[config.mk]
export PLATFORM = sky130hd
export DESIGN_NAME = execute_sequencer
export DESIGN_NICKNAME = d
export VERILOG_FILES = /design/src/rtl/y86_pkg.sv /design/src/rtl/cond_eval.sv /design/src/rtl/execute_sequencer.sv
export SDC_FILE = /design/constraint.sdc
export NUM_CORES = 1
export LEC_CHECK = 0
export CAP_MARGIN = 0
export CORE_AREA = 2 2 184 186
export CTS_CLUSTER_DIAMETER = 60
export DETAILED_ROUTE_END_ITERATION = 8
export DIE_AREA = 0 0 186 188
export PLACE_DENSITY = 0.73
export SKIP_CTS_REPAIR_TIMING = 1
export SYNTH_ARGS = -nofsm -noshare
export SYNTH_HDL_FRONTEND = slang
export SYNTH_HIERARCHICAL = 1
export SYNTH_SLANG_ARGS = --single-unit
[constraint.sdc]
create_clock -name clk -period 11.3 [get_ports clk]
set_clock_uncertainty 0.1 [all_clocks]
set_input_delay 1.695 -clock clk [delete_from_list [all_inputs] [get_ports clk]]
set_output_delay 1.695 -clock clk [all_outputs]
set_load 0.005 [all_outputs]
[src/rtl/y86_pkg.sv]
// ---------------------------------------------------------------------------
// y86_pkg
// Shared Y86-64 encodings for the execute stage:
//   - instruction codes (I_HALT .. I_POPQ)
//   - ALU function codes (ALU_ADD .. ALU_XOR)
//   - jXX / cmovXX condition codes (C_ALWAYS .. C_G)
//   - default stack pointer step and the execute sequencer state encoding
//   - decode_error(): flags icode/ifun combinations the core cannot execute
// ---------------------------------------------------------------------------
package y86_pkg;

  localparam logic [3:0] I_HALT   = 4'h0;
  localparam logic [3:0] I_NOP    = 4'h1;
  localparam logic [3:0] I_RRMOVQ = 4'h2;
  localparam logic [3:0] I_IRMOVQ = 4'h3;
  localparam logic [3:0] I_RMMOVQ = 4'h4;
  localparam logic [3:0] I_MRMOVQ = 4'h5;
  localparam logic [3:0] I_OPQ    = 4'h6;
  localparam logic [3:0] I_JXX    = 4'h7;
  localparam logic [3:0] I_CALL   = 4'h8;
  localparam logic [3:0] I_RET    = 4'h9;
  localparam logic [3:0] I_PUSHQ  = 4'hA;
  localparam logic [3:0] I_POPQ   = 4'hB;

  localparam logic [2:0] ALU_ADD = 3'd0;
  localparam logic [2:0] ALU_SUB = 3'd1;
  localparam logic [2:0] ALU_AND = 3'd2;
  localparam logic [2:0] ALU_XOR = 3'd3;

  localparam logic [3:0] C_ALWAYS = 4'd0;
  localparam logic [3:0] C_LE     = 4'd1;
  localparam logic [3:0] C_L      = 4'd2;
  localparam logic [3:0] C_E      = 4'd3;
  localparam logic [3:0] C_NE     = 4'd4;
  localparam logic [3:0] C_GE     = 4'd5;
  localparam logic [3:0] C_G      = 4'd6;

  localparam int STACK_STEP_DEFAULT = 8;

  typedef enum logic [1:0] {
    S_IDLE = 2'd0,
    S_EXEC = 2'd1,
    S_DONE = 2'd2
  } exec_state_t;

  // Unknown icodes, OPq with a non-ALU function, and cmovXX/jXX with an
  // undefined condition are all rejected the same way.
  function automatic logic decode_error(input logic [3:0] icode,
                                        input logic [3:0] ifun);
    logic bad;
    bad = 1'b0;
    if (icode > I_POPQ)
      bad = 1'b1;
    else if (icode == I_OPQ && ifun > 4'd3)
      bad = 1'b1;
    else if ((icode == I_RRMOVQ || icode == I_JXX) && ifun > C_G)
      bad = 1'b1;
    return bad;
  endfunction

endpackage

[src/rtl/cond_eval.sv]
// ---------------------------------------------------------------------------
// cond_eval
// Combinational Y86 condition evaluator, shared by cmovXX and jXX.
// Ports:
//   cc    in  3  {ZF,SF,OF}
//   ifun  in  4  condition selector (C_ALWAYS .. C_G)
//   cnd   out 1  condition outcome; 0 for undefined selectors
// ---------------------------------------------------------------------------
module cond_eval
  import y86_pkg::*;
(
  input  logic [2:0] cc,
  input  logic [3:0] ifun,
  output logic       cnd
);

  logic zf;
  logic sf;
  logic of;

  assign zf = cc[2];
  assign sf = cc[1];
  assign of = cc[0];

  // Signed comparisons use SF^OF as "less than", which stays correct even
  // when the subtraction that set the flags overflowed.
  always_comb begin
    cnd = 1'b0;
    case (ifun)
      C_ALWAYS: cnd = 1'b1;
      C_LE:     cnd = (sf ^ of) | zf;
      C_L:      cnd = sf ^ of;
      C_E:      cnd = zf;
      C_NE:     cnd = ~zf;
      C_GE:     cnd = ~(sf ^ of);
      C_G:      cnd = ~(sf ^ of) & ~zf;
      default:  cnd = 1'b0;
    endcase
  end

endmodule

[src/rtl/execute_sequencer.sv]
// ---------------------------------------------------------------------------
// execute_sequencer
// Execute-stage controller for the sequential Y86-64 core. Latches one
// decoded instruction, drives the external combinational ALU, captures valE,
// evaluates cnd and owns the {ZF,SF,OF} condition-code register.
// Ports:
//   clk, reset                 clock, async active-high reset
//   in_valid/in_ready          decode-side handshake
//   icode, ifun, valA/B/C      decoded instruction fields
//   alu_x, alu_y, alu_ctrl     ALU operands and function (0 add,1 sub,2 and,3 xor)
//   alu_result                 combinational ALU result
//   out_valid/out_ready        memory-side handshake
//   valE, cnd, err             execute results, held while out_valid
//   cc                         current {ZF,SF,OF}
// Optional (macro EXEC_PERF_CNT_EN):
//   op_count        32  completed executions (EXEC->DONE)
//   cc_write_count  32  condition-code register updates
// ---------------------------------------------------------------------------
module execute_sequencer
  import y86_pkg::*;
#(
  parameter int W          = 64,
  parameter int STACK_STEP = STACK_STEP_DEFAULT
) (
  input  logic         clk,
  input  logic         reset,
  input  logic         in_valid,
  output logic         in_ready,
  input  logic [3:0]   icode,
  input  logic [3:0]   ifun,
  input  logic [W-1:0] valA,
  input  logic [W-1:0] valB,
  input  logic [W-1:0] valC,
  output logic [W-1:0] alu_x,
  output logic [W-1:0] alu_y,
  output logic [2:0]   alu_ctrl,
  input  logic [W-1:0] alu_result,
  output logic         out_valid,
  input  logic         out_ready,
  output logic [W-1:0] valE,
  output logic         cnd,
  output logic         err,
  output logic [2:0]   cc
`ifdef EXEC_PERF_CNT_EN
  ,
  output logic [31:0]  op_count,
  output logic [31:0]  cc_write_count
`endif
);

  localparam logic [W-1:0] STEP = W'(STACK_STEP);

  exec_state_t state;
  exec_state_t state_next;

  logic [3:0]   icode_q;
  logic [3:0]   ifun_q;
  logic [W-1:0] vala_q;
  logic [W-1:0] valb_q;
  logic [W-1:0] valc_q;

  logic accept;
  logic err_c;
  logic cond_out;
  logic cnd_c;
  logic of_c;
  logic cc_write;

  // State register.
  always_ff @(posedge clk or posedge reset) begin
    if (reset)
      state <= S_IDLE;
    else
      state <= state_next;
  end

  // Next state and handshakes. DONE with out_ready opens the input side in
  // the same cycle so a waiting instruction goes straight back into EXEC.
  always_comb begin
    state_next = state;
    in_ready   = 1'b0;
    out_valid  = 1'b0;
    case (state)
      S_IDLE: begin
        in_ready = 1'b1;
        if (in_valid)
          state_next = S_EXEC;
      end
      S_EXEC: begin
        state_next = S_DONE;
      end
      S_DONE: begin
        out_valid = 1'b1;
        if (out_ready) begin
          in_ready   = 1'b1;
          state_next = in_valid ? S_EXEC : S_IDLE;
        end
      end
      default: state_next = S_IDLE;
    endcase
  end

  assign accept = in_valid & in_ready;

  // ALU operands come straight from the latched fields. Those reset to a
  // halt with zero operands, which makes the ALU interface read 0+0 after
  // reset without extra output registers.
  always_comb begin
    alu_x    = '0;
    alu_y    = '0;
    alu_ctrl = ALU_ADD;
    case (icode_q)
      I_RRMOVQ: alu_x = vala_q;
      I_IRMOVQ: alu_x = valc_q;
      I_RMMOVQ, I_MRMOVQ: begin
        alu_x = valb_q;
        alu_y = valc_q;
      end
      I_OPQ: begin
        alu_x    = valb_q;
        alu_y    = vala_q;
        alu_ctrl = {1'b0, ifun_q[1:0]};
      end
      I_CALL, I_PUSHQ: begin
        alu_x    = valb_q;
        alu_y    = STEP;
        alu_ctrl = ALU_SUB;
      end
      I_RET, I_POPQ: begin
        alu_x = valb_q;
        alu_y = STEP;
      end
      default: ;
    endcase
  end

  // Signed overflow from operand and result sign bits; logic ops never
  // overflow.
  always_comb begin
    of_c = 1'b0;
    case (alu_ctrl)
      ALU_ADD: of_c = (alu_x[W-1] == alu_y[W-1]) && (alu_result[W-1] != alu_x[W-1]);
      ALU_SUB: of_c = (alu_x[W-1] != alu_y[W-1]) && (alu_result[W-1] != alu_x[W-1]);
      default: of_c = 1'b0;
    endcase
  end

  cond_eval u_cond_eval (
    .cc   (cc),
    .ifun (ifun_q),
    .cnd  (cond_out)
  );

  assign err_c    = decode_error(icode_q, ifun_q);
  assign cnd_c    = (icode_q == I_RRMOVQ || icode_q == I_JXX) ? cond_out : 1'b1;
  assign cc_write = (state == S_EXEC) && (icode_q == I_OPQ) && !err_c;

  // Instruction latch and result capture. cnd is taken from the flags as
  // they stand before this instruction's own update.
  always_ff @(posedge clk or posedge reset) begin
    if (reset) begin
      icode_q <= I_HALT;
      ifun_q  <= 4'd0;
      vala_q  <= '0;
      valb_q  <= '0;
      valc_q  <= '0;
      valE    <= '0;
      cnd     <= 1'b0;
      err     <= 1'b0;
      cc      <= 3'b100;
    end else begin
      if (accept) begin
        icode_q <= icode;
        ifun_q  <= ifun;
        vala_q  <= valA;
        valb_q  <= valB;
        valc_q  <= valC;
      end
      if (state == S_EXEC) begin
        valE <= err_c ? '0 : alu_result;
        cnd  <= err_c ? 1'b0 : cnd_c;
        err  <= err_c;
      end
      if (cc_write)
        cc <= {(alu_result == '0), alu_result[W-1], of_c};
    end
  end

`ifdef EXEC_PERF_CNT_EN
  // Free-running activity counters, wrapping naturally at 2^32.
  always_ff @(posedge clk or posedge reset) begin
    if (reset) begin
      op_count       <= 32'd0;
      cc_write_count <= 32'd0;
    end else begin
      if (state == S_EXEC)
        op_count <= op_count + 32'd1;
      if (cc_write)
        cc_write_count <= cc_write_count + 32'd1;
    end
  end
`endif

endmodule

==> impl_metrics.ini <==
[critical_path]
slowest_delay_ns = 0.85
endpoint_kind = output pin
cp.required_ns = 9.51
crit_type = flip-flop to output pin
arrival_ns = 3.57
cp-start-kind = flip-flop
cpLargestDelayFamily = buffers and inverters
path_max_fanout = 36
cp_num_buf_inv = 3
crit_chain = nand2b_1 -> o21ai_4 -> buf_4 -> a222oi_1 -> inv_1 -> clkdlybuf4s50_1
slowest_stage = o21ai_4

[floorplanning]
fp.dieW_um = 186
io_pins = 470
core_area_mm2 = 0.0331
core.rowCount = 67
start_util_pct = 36.1
die_h_um = 188
die_area_mm2 = 0.0350

[global_route]
antenna_found_initial = 6
grt_overflow = 0
grt_max_degree = 142
grt_usage_pct = 22.7
grt_pass1_vias = 10200
grt_pass1_wl_um = 61100

[detailed_routing]
dr.pass1.iters = 7
viasPerCell = 5.44
drt_iter0_markers = 901
drtAntennaViolNets = 0
num_vias = 9751
drc = 0
wirelength_um = 40900
wl_per_cell_um = 22.8

[layout]
layout_commonest_cell = clkdlybuf4s50_1
fin_area_mm2 = 0.0180
mostFrequentLayoutCells = clkdlybuf4s50_1 (468), dfrtp_1 (270), mux2_2 (201)
drive_above_1_share_pct = 20.4
fin_cells = 1793
layout.nets = 1585
areaGrowthSynthToFinish_pct = 50.6

[synthesis]
synthCells = 879
synth_cell_types = 41
synth-edff-count = 0
synth_ff_type = dfrtp_1
syn_area_mm2 = 0.0120
syn_nets = 1147
yosys_warnings = 6
async_flop_share_pct = 100
ys_seq_elements = 271
yosysSeqAreaShare_pct = 56.7
syn_area_per_cell_um2 = 13.6

[timing]
drv_slew = 0
timing.final.crit_share_pct = 47.5
period_needed_ns = 5.37
maxSlewHeadroom_pct = 28.3
setup-tns-final_ns = 0
setup_viol = 0
setup_slack_ns = 5.93
rsz0062_at_grt = no
tightestPinTransition_ns = 1.07
fmax_mhz = 186
hold_viol_final = 0

[clock_tree]
root_buffer = clkbuf_16
clk_pin_slew_ns = 0.06
clock-sinks = 271
cts_buffers = 31
insertion_delay_ns = 0.54
htree_levels = 1
clk_path_buf_depth = 3
cts_tree = built

[hold_path]
hold_class = flip-flop to flip-flop

[placed_design]
hpwl_um = 28400
placed_cell_area_mm2 = 0.0169
io_buffers = 468
place_ws_ns = 6.53
dp.cells = 1732
gp_congestion = 0.929

[power]
power.density_mw_per_mm2 = 219
p_leak_nw = 7.58
finalPower_w = 0.00394
ir_drop_mv = 0.139

[job]
maxCapViolations = 0

[run_status]
status = finished clean
==> layout make-up <==
type                            instances  area, um2
Antenna cell                            4       10.0
Clock buffer                           46        882
Clock inverter                         11        164
Fill cell                            2829      15100
Inverter                               69        267
Multi-Input combinational cell        463       4540
Sequential cell                       271       6780
Tap cell                              448        561
Timing Repair Buffer                  481       4790
==> synth_stat cells, types with 2 or more instances <==
| master | instances | area [um2] |
|---|---|---|
| nor2b_1 | 3 | 18.8 |
| and4bb_1 | 2 | 25.0 |
| buf_2 | 19 | 95.1 |
| clkbuf_1 | 21 | 78.8 |
| buf_6 | 5 | 56.3 |
| dfrtp_1 | 270 | 6760 |
| nand4b_1 | 3 | 26.3 |
| nor4_1 | 19 | 119 |
| nor2_1 | 2 | 7.51 |
| o21ai_0 | 3 | 15.0 |
| and2_1 | 3 | 18.8 |
| a222oi_1 | 63 | 631 |
| mux2_2 | 201 | 2260 |
| a22oi_1 | 2 | 15.0 |
| nand4_1 | 4 | 25.0 |
| xnor2_1 | 2 | 17.5 |
| buf_4 | 19 | 143 |
| inv_1 | 69 | 259 |
| o21ai_1 | 2 | 10.0 |
| a22o_1 | 127 | 1110 |
| buf_1 | 12 | 45.0 |
| nor4b_1 | 2 | 17.5 |
| a21oi_1 | 5 | 25.0 |
| nand2b_1 | 4 | 25.0 |
==> state kept, by name, summed over array words and instances (netlist names) <==
signal	cells
valc_q	64
cnd	1
icode_q	4
ifun_q	4
valb_q	64
state	2
vala_q	64
err	1
cc	3
valE	64
==> per-stage QoR <==
step | hold WS, ns | utilization, %
detailed placement | 0.391 | 51.2
finish | 0.403 | 54.4
global route | 0.418 | 54.4
CTS | 0.408 | 54.3
floorplan | 0.379 | -
global placement | 0.388 | 51.2
==> logic make-up after synthesis <==
logic type | after synthesis | share of synthesized area, %
flip-flops | 271 | 56.7
multiplexers | 201 | 18.9
XOR/XNOR | 2 | 0.147
other | 1 | 0.0314
AO/OA/AOI/OAI | 211 | 15.8
buffers and inverters | 145 | 5.66
AND/OR/NAND/NOR | 48 | 2.73
==> report_power, final <==
group / internal (W) / total, W / switching [W]
registers: 0.00126 / 0.00149 / 0.000225
clock network: 0.000629 / 0.00103 / 0.000403
logic: 0.000882 / 0.00142 / 0.000533
==> path summary, 6_finish.rpt <==
| check | start | end | slack (ns) | depth (start not counted) |
|---|---|---|---|---|
| worst max-delay path | icode_q[3] | alu_x[14] | 5.93 | 6 |
| min in group asynchronous | reset | valE[9] | 1.67 | 2 |
| worst min register to register | valE[21] | valE[21] | 0.40 | 1 |
| max in group asynchronous | reset | valb_q[29] | 7.96 | 3 |
| worst max register to register | state[0] | valb_q[36] | 8.59 | 4 |
| worst min-delay path | valE[21] | valE[21] | 0.40 | 1 |
==> metal layers <==
| metal | GRT usage (%) | share of wire [%] | up-vias |
|---|---|---|---|
| li1 | - | - | 4240 |
| met1 | 26.1 | 37 | 4901 |
| met2 | 38.3 | 48 | 508 |
| met3 | 7.13 | 9.9 | 96 |
| met4 | 10.3 | 4.1 | 6 |
| met5 | 0 | 0.10 | - |
==> worst reg2reg max path, cell delays in order (launching register included) <==
cell     delay [ns]
dfrtp_1        0.40
a21oi_1        0.18
and2_4         0.71
buf_12         0.62
mux2_2         0.58
No activity file was read; power rests on OpenSTA's default activity.
